===== src/rtl/inst_prefetch_buffer.sv =====
// Instruction-fetch front end: fetches words over a req/ack memory handshake into a small FIFO
// of {pc, instruction} pairs that feeds the IF/ID register; redirect flushes and restarts fetch.
module inst_prefetch_buffer #(
    parameter int unsigned DEPTH    = 4,
    parameter logic [31:0] RESET_PC = 32'h0
) (
    input  logic                         clk,
    input  logic                         rst,
    output logic                         mem_req,
    output logic [31:0]                  mem_addr,
    input  logic                         mem_ack,
    input  logic [31:0]                  mem_rdata,
    input  logic                         redirect,
    input  logic [31:0]                  redirect_pc,
    input  logic                         consume,
    output logic                         inst_valid,
    output logic [31:0]                  inst,
    output logic [31:0]                  inst_pc,
    output logic [$clog2(DEPTH+1)-1:0]   count
);

    localparam int CW = $clog2(DEPTH + 1);
    localparam int PW = $clog2(DEPTH);
    localparam logic [CW-1:0] FULL = CW'(DEPTH);

    localparam logic [1:0] S_IDLE    = 2'd0;
    localparam logic [1:0] S_WAIT    = 2'd1;
    localparam logic [1:0] S_DISCARD = 2'd2;

    logic [1:0]    state, state_next;
    logic [31:0]   fetch_pc, fetch_pc_next;
    logic [31:0]   tgt, tgt_next;
    logic [31:0]   redirect_tgt;
    logic [PW-1:0] rd_ptr, wr_ptr;
    logic [CW-1:0] count_next;
    logic          push, pop;

    logic [31:0]   pc_mem   [DEPTH];
    logic [31:0]   data_mem [DEPTH];

    assign redirect_tgt = redirect_pc & 32'hFFFF_FFFC;

    always_comb begin
        // NOTE: every output of this block gets a default first, so no path can infer a latch.
        state_next    = state;
        fetch_pc_next = fetch_pc;
        tgt_next      = tgt;
        push          = (state == S_WAIT) && mem_ack && !redirect;
        pop           = consume && inst_valid && !redirect;
        count_next    = redirect ? '0 : count + CW'(push) - CW'(pop);

        case (state)
            S_IDLE: begin
                if (redirect)
                    fetch_pc_next = redirect_tgt;
                else if (count < FULL)
                    state_next = S_WAIT;
            end
            S_WAIT: begin
                if (mem_ack) begin
                    if (redirect) begin
                        fetch_pc_next = redirect_tgt;
                    end else begin
                        fetch_pc_next = fetch_pc + 32'd4;
                        if (count_next >= FULL)
                            state_next = S_IDLE;
                    end
                end else if (redirect) begin
                    // The in-flight request must finish at its old address before we can move on.
                    tgt_next   = redirect_tgt;
                    state_next = S_DISCARD;
                end
            end
            S_DISCARD: begin
                if (mem_ack) begin
                    fetch_pc_next = redirect ? redirect_tgt : tgt;
                    state_next    = S_WAIT;
                end else if (redirect) begin
                    tgt_next = redirect_tgt;
                end
            end
            default: state_next = S_IDLE;
        endcase
    end

    // NOTE: state registers use non-blocking assignments so every flop samples pre-edge values.
    always_ff @(posedge clk) begin
        if (!rst) begin
            state    <= S_IDLE;
            fetch_pc <= RESET_PC;
            tgt      <= RESET_PC;
            count    <= '0;
            rd_ptr   <= '0;
            wr_ptr   <= '0;
        end else begin
            state    <= state_next;
            fetch_pc <= fetch_pc_next;
            tgt      <= tgt_next;
            count    <= count_next;
            if (redirect) begin
                rd_ptr <= '0;
                wr_ptr <= '0;
            end else begin
                if (push) wr_ptr <= wr_ptr + PW'(1);
                if (pop)  rd_ptr <= rd_ptr + PW'(1);
            end
        end
    end

    // NOTE: the storage array is deliberately not reset; count/inst_valid gate every read of it.
    always_ff @(posedge clk) begin
        if (push) begin
            pc_mem[wr_ptr]   <= fetch_pc;
            data_mem[wr_ptr] <= mem_rdata;
        end
    end

    assign mem_req    = (state != S_IDLE);
    assign mem_addr   = fetch_pc;
    assign inst_valid = (count != '0);
    assign inst       = inst_valid ? data_mem[rd_ptr] : 32'h0;
    assign inst_pc    = inst_valid ? pc_mem[rd_ptr]   : 32'h0;

endmodule


===== config.mk =====
export PLATFORM = sky130hd
export DESIGN_NAME = inst_prefetch_buffer
export DESIGN_NICKNAME = d
export VERILOG_FILES = /design/src/rtl/inst_prefetch_buffer.sv
export SDC_FILE = /design/constraint.sdc
export NUM_CORES = 1
export LEC_CHECK = 0
export CAP_MARGIN = 20
export CORE_ASPECT_RATIO = 1.1
export CORE_MARGIN = 2
export CORE_UTILIZATION = 50
export DETAILED_ROUTE_END_ITERATION = 10
export DONT_BUFFER_PORTS = 1
export GPL_TIMING_DRIVEN = 0
export PLACE_DENSITY = 0.74
export SLEW_MARGIN = 20
export SYNTH_ARGS = -nofsm -noshare
export SYNTH_HDL_FRONTEND = slang
export SYNTH_SLANG_ARGS = --single-unit

===== constraint.sdc =====
create_clock -name clk -period 4.2 [get_ports clk]
set_input_delay 0.84 -clock clk [delete_from_list [all_inputs] [get_ports clk]]
set_output_delay 0.84 -clock clk [all_outputs]
set_load 0.1 [all_outputs]

==> metrics.json <==
{
  "post_synthesis_share_of_cell_area_spent_on_full_adders_half_adders_and_majority_gates_pct": 1.23,
  "ys.flop_type": "sky130_fd_sc_hd__edfxtp_1",
  "final.period_utilization_pct": 95.6,
  "power.density_cell_area_nw_per_um2": 613,
  "slew_at_the_pin_closest_to_its_max_slew_limit_ps": 1160,
  "sequential_cell_area_um2": 9230,
  "tritoncts_clock_tree": "done",
  "globalRoute.busiestLayer": "met2",
  "final_critical_path_required_period_ps": 4020,
  "ys_warn_count": 0,
  "dieHeight_um": 178,
  "fraction_of_final_layout_cells_with_drive_strength_greater_than_1_pct": 22.0,
  "grtUsageTotal_pct": 22.7,
  "port_buffers": 0,
  "grt-ovfl-total": 0,
  "initial_utilization_pct": 51.1,
  "globalplace.congestion": 0.909,
  "synth_compound_area_share_pct": 8.62,
  "leakage_component_of_the_power_nw": 5.09,
  "worst_hold_path_type": "primary input to flip-flop",
  "crit_buf_inv": 2,
  "design.die.area_um2": 29000,
  "post_synthesis_share_of_cell_area_spent_on_and_or_nand_and_nor_gates_pct": 10.1,
  "synthesis.nets": 1027,
  "seq_area_frac_synth_pct": 66.5,
  "drt_drc_violations_left": 0,
  "setup-violations-final": 0,
  "post_cts_setup_buffers": 0,
  "path_clk_slew_ps": 60,
  "vias_per_cell": 6.07,
  "placement.setup.worst_slack_ps": -17.7,
  "cp_data_required_time_ps": 3360,
  "syn2layout_area_growth_pct": 13.9,
  "post-synth-top-count-cell": "sky130_fd_sc_hd__edfxtp_1",
  "hold_viol_final": 0,
  "detailedPlacementHpwl_mm": 21.8,
  "dr_total_vias": 8309,
  "finish.cell_count_without_fillers": 1368,
  "synth.mux.area_fraction_pct": 10.6,
  "synthesis.instances": 945,
  "tritoncts_num_sinks": 331,
  "max-vdd-ir-drop_mv": 0.336,
  "synth-edff-count": 256,
  "wirelength_mm": 32.5,
  "detail_route.first_pass.iterations": 7,
  "synth_async_sr_flop_share_pct": 0,
  "cp_cell_sequence": "or3_1 -> clkbuf_1 -> clkbuf_1 -> and2_1",
  "timing.critical_path.fanout_max": 10,
  "grt_first_pass_wirelength_mm": 49.6,
  "syn-cell-area_um2": 13800,
  "synth_area_per_inst_um2": 14.6,
  "post_synth_num_cell_types": 66,
  "layout_setup_ws_ps": 183,
  "die_x_um": 163,
  "met2_usage_pct": 38.1,
  "fin_nets": 1067,
  "kind_of_start_point_of_the_critical_path": "flip-flop",
  "critPathMostFrequentCell": "sky130_fd_sc_hd__clkbuf_1",
  "worst_path_dominant_cell_family": "simple AND/OR/NAND/NOR gates",
  "ios": 170,
  "fmax_mhz": 249,
  "filler_cell_count": 2049,
  "worstSetupEndpointType": "output pin",
  "use_met1_pct": 29.4,
  "grt_start_max_net_pins": 39,
  "postSynthRegisterBits": 331,
  "combined_area_of_the_multi_input_logic_cells_um2": 4400,
  "post-layout-total-power_mw": 9.64,
  "largest_stage_delay_on_the_critical_path_ps": 820,
  "drt_first_iter_violations": 852,
  "clockBufferDepth": 3,
  "synth_top_area_share_pct": 55.6,
  "synth_top_cells_by_count": "sky130_fd_sc_hd__edfxtp_1, sky130_fd_sc_hd__nand2_1, sky130_fd_sc_hd__dfxtp_1",
  "initial_antenna_violation_count": 0,
  "synth_xor_xnor_area_share_pct": 0.733,
  "grt_setup_unrepaired": "no",
  "maxSlewViolCount": 0,
  "critical_path_class": "flip-flop to output pin",
  "grt_pass1_vias": 8268,
  "synth_top_family_by_area": "multiplexers",
  "core_area_um2": 27000,
  "yosys-top-cells-area": "sky130_fd_sc_hd__edfxtp_1, sky130_fd_sc_hd__dfxtp_1, sky130_fd_sc_hd__mux4_2, sky130_fd_sc_hd__and2_1, sky130_fd_sc_hd__nand2_1",
  "cts-buffers-inserted": 34,
  "fin_setup_tns_ps": 0,
  "use_met3_pct": 6.49,
  "num_rows": 63,
  "utilization_pct": 58.2,
  "avgRoutedWirePerCell_um": 23.8,
  "synth.largest_area_cell": "sky130_fd_sc_hd__edfxtp_1",
  "worst_slew_margin_rel_pct": 22.4,
  "maxCapViolations": 0,
  "n_antenna_cell": 0,
  "worstSkewPairLatency_ps": 510,
  "result_of_the_run": "complete, no violations",
  "cp.arrival_ps": 3180,
  "cts_hold_repair.buffers": 0,
  "ctsHtreeMaxLevel": 2,
  "cts_resized": 33,
  "antenna_left": 0,
  "cp_slowest_cell": "sky130_fd_sc_hd__and2_1",
  "clock-root-buffer": "sky130_fd_sc_hd__clkbuf_16",
  "timing.clock.skew_ps": 21.4,
  "placedCellCount": 1306
}
[final timing paths]
kind | from | end | slack (ps) | cells past startpoint
setup / recovery | count[2] | inst[18] | 180 | 4
hold / removal | mem_rdata[0] | data_mem[3][0] | 420 | 0
setup reg to reg | state[1] | state[0] | 670 | 15
hold reg to reg | tgt[31] | tgt[31] | 460 | 2
[cell usage in the layout, fill, tap and decap left out, drive strengths merged, types with 8 or more instances in the layout]
| cell | instances |
|---|---|
| and3 | 12 |
| ha | 12 |
| mux4 | 64 |
| clkinv | 8 |
| nand3 | 12 |
| dfxtp | 75 |
| nor2 | 25 |
| clkbuf | 90 |
| a221oi | 20 |
| buf | 17 |
| o21ai | 34 |
| bufinv | 8 |
| nand4 | 11 |
| edfxtp | 256 |
| and2 | 67 |
| a21oi | 59 |
| nor3 | 12 |
| inv | 18 |
| nand2 | 100 |
[state kept, by name (all words and copies together) (netlist names), named ones only]
signal and cells:
pc_mem 128, data_mem 128, tgt 32, count 3, rd_ptr 2, mem_addr 32
state 2, wr_ptr 2
[per-layer routing]
metal  up-vias  wire [um]  part of all wire (%)
met5         -          0                     0
met4         0        656                   2.0
met3        50       3220                   9.9
met2       395      15900                    49
met1      4131      12800                    39
li1       3733          -                     -
[power by group]
part,internal [mW],switching (mW)
sequential,3.86,1.08
combinational,0.416,0.974
clock,2.11,1.21
total,6.38,3.26
[area by class of cell]
| type | instances | area share, % |
|---|---|---|
| flip-flops and latches | 331 | 58.7 |
| multi-input cells | 537 | 28.0 |
| clock buffers | 43 | 6.09 |
| repair buffers | 4 | 0.557 |
| plain buffers | 60 | 1.57 |
| well taps | 357 | 2.84 |
| inverters | 17 | 0.406 |
| clock inverters | 19 | 1.89 |
[kinds of logic (layout without fill, tap and decap cells)]
| kind of cell | Yosys count | in the layout |
|---|---|---|
| mux | 66 | 66 |
| simple gates | 270 | 270 |
| flops | 331 | 331 |
| buf+inv | 77 | 143 |
| xor+xnor | 10 | 10 |
| compound gates | 178 | 178 |
| fa+ha+maj | 13 | 13 |
[per-stage QoR]
step	hold WS (ps)	instance area [um2]
global route	408	15700
CTS	407	15700
detailed placement	447	14400
global placement	441	14300
floorplan	432	13800
finish	424	15700
No activity file was read; power rests on OpenSTA's default activity.
==> variant: new RTL, same settings <==
Make the reset (`rst`) asynchronous in one clocked block.
--- a/src/rtl/inst_prefetch_buffer.sv
+++ b/src/rtl/inst_prefetch_buffer.sv
@@ -85,5 +85,5 @@
 
     // NOTE: state registers use non-blocking assignments so every flop samples pre-edge values.
-    always_ff @(posedge clk) begin
+    always_ff @(posedge clk or negedge rst) begin
         if (!rst) begin
             state    <= S_IDLE;
Behaviour: differs if rst is asserted again (counterexample within 4 cycles, from zero or initial values and one cycle with rst low); with rst held inactive, the same outputs for 4 cycles.
==> variant against the unedited design <==
Area after synthesis grew 2.9%; first-iteration DRC count down 10%; wire length increased by 2.3%; critical endpoint is now inst_pc[22]; utilization decreased by 0.17 points; critical path type unchanged; synthesized cell count fell by 4.8%; via count rose by 0.31%; fmax is 0.85% higher; sequential cell count is 2 lower; design area grew 2.8%; setup slack better by 0.034 ns.
Power is not shown: default switching activity piles up to over one toggle a cycle in this logic, so the estimate is an artifact.
==> variant: results (changes against the unedited design) <==
R2R Path End: state[0]$_DFFE_PN0P_
top cells by count, synth: 256 x edfxtp_1, 73 x dfrtp_1, 66 x and2_1
setup slack after placement: -0.243 ns (-0.226 ns)
Post-Layout Cell Count: 1338 (-2.2%)
Worst path max stage delay: 0.89 ns (+0.07 ns)
Yosys cell types: 71 (+7.6%)
total wire length: 33200 µm (+2.3%)
vias in the first global route: 8590 (+3.9%)
crit path DAT: 3.14 ns (-0.04 ns)
buffer depth of the longest clock path: 3 (unchanged)
largest net degree at the start of global routing: 74 (+90%)
Mapped Nets: 982 (-4.4%)
post-DR vias/cell: 6.23 (+2.6%)
Slew headroom: 20.9% (-1.5 points)
sequential fraction of the synthesis area: 66.9% (+0.42 points)
Hold Crit Class: in -> async
met3 Usage GRT: 5.83% (-0.66 points)
DP HPWL: 21500 µm (-1.3%)
met1 GRT Util: 28.8% (-0.60 points)
R2R Setup Slk: 0.34 ns (-0.33 ns)
Syn Inst Count: 900 (-4.8%)
top post-synthesis cells by area: edfxtp_1 54%, dfrtp_1 13%, mux4_2 10%, and2_1 2.9%, mux2_2 2.4%
fraction of registers with async set/reset: 22.2% (+22 points)
Final nets: 1031 (-3.4%)
Layout Skew: 0.00869 ns (-0.0127 ns)
Total GRT Usage: 22.7% (-0.085 points)
status: finished, final reports clean
GRT met2 Usage: 37.5% (-0.61 points)
drt initial violations: 766 (-10%)
total CTS buffers: 35 (+2.9%)
Fin Hold WS: 0.0251 ns (-0.399 ns)
layout cells sized above 1: 24.6% (+2.7 points)
RePlAce Congestion: 0.878 (-3.4%)
-- variant: cell count changes after synthesis, sizes merged, moves of 24 or more --
cell,delta
mux2,+29
dfxtp,-75
o21ai,+24
nand2,-63
dfrtp,+73
a21oi,-45
-- variant: what timing repair did --
| item | in CTS | in global routing |
|---|---|---|
| setup endpoints to repair | 46 | 17 |
| gates cloned | 0 | 0 |
| gates resized for setup | 33 | 4 |
| buffers inserted | 0 | 0 |
| hold buffers | 0 | 0 |
-- variant: worst max-delay path by stage --
stage,depth (start not counted),to,start
3_3_place_gp,6,pc_mem[2][10]$_DFFE_PP_,state[1]$_DFFE_PN0P_
2_1_floorplan,3,inst_pc[22],count[1]$_DFF_PN0_
4_1_cts,13,state[0]$_DFFE_PN0P_,count[1]$_DFF_PN0_
6_report,3,inst_pc[22],count[1]$_DFF_PN0_
5_1_grt,4,inst[4],rd_ptr[1]$_DFFE_PN0P_
3_5_place_dp,13,state[0]$_DFFE_PN0P_,count[1]$_DFF_PN0_
-- variant: kinds of logic after synthesis --
kind of cell / share of synthesized area, %
AND/OR/NAND/NOR: 9.08
AO/OA/AOI/OAI: 7.33
buffers and inverters: 2.23
flip-flops: 66.9
adder cells (fa/ha/maj): 1.20
multiplexers: 12.6
XOR/XNOR: 0.678
-- variant: per-stage QoR --
stage | TNS [ns] | util, % | cell area, µm²
4_1_cts | 0 | 57.9 | 16100
2_1_floorplan | 0 | - | 14200
6_report | 0 | 58.0 | 16200
5_1_grt | 0 | 58.0 | 16200
3_5_place_dp | -0.420 | 53.5 | 14900
3_3_place_gp | -240.88 | 52.7 | 14700
-- variant: final cells by class --
cell class / instances / share of cell area (%)
repair buffers: 12 / 1.46
flip-flops and latches: 329 / 59.0
plain buffers: 57 / 1.59
inverters: 17 / 0.395
multi-input cells: 497 / 27.5
well taps: 363 / 2.81
clock inverters: 18 / 1.29
clock buffers: 45 / 5.97
-- variant: worst max-delay path, delay by kind of cell, from the launching register on --
kind | cells | cell delay [ns]
buffers and inverters | 1 | 0.63
DFF | 1 | 0.72
and+or+nand+nor | 2 | 1.26
-- variant: routing by layer --
| layer | routed length, µm | up-vias |
|---|---|---|
| li1 | - | 3628 |
| met2 | 16300 | 398 |
| met5 | 0 | - |
| met4 | 1230 | 0 |
| met1 | 12800 | 4221 |
| met3 | 2980 | 88 |
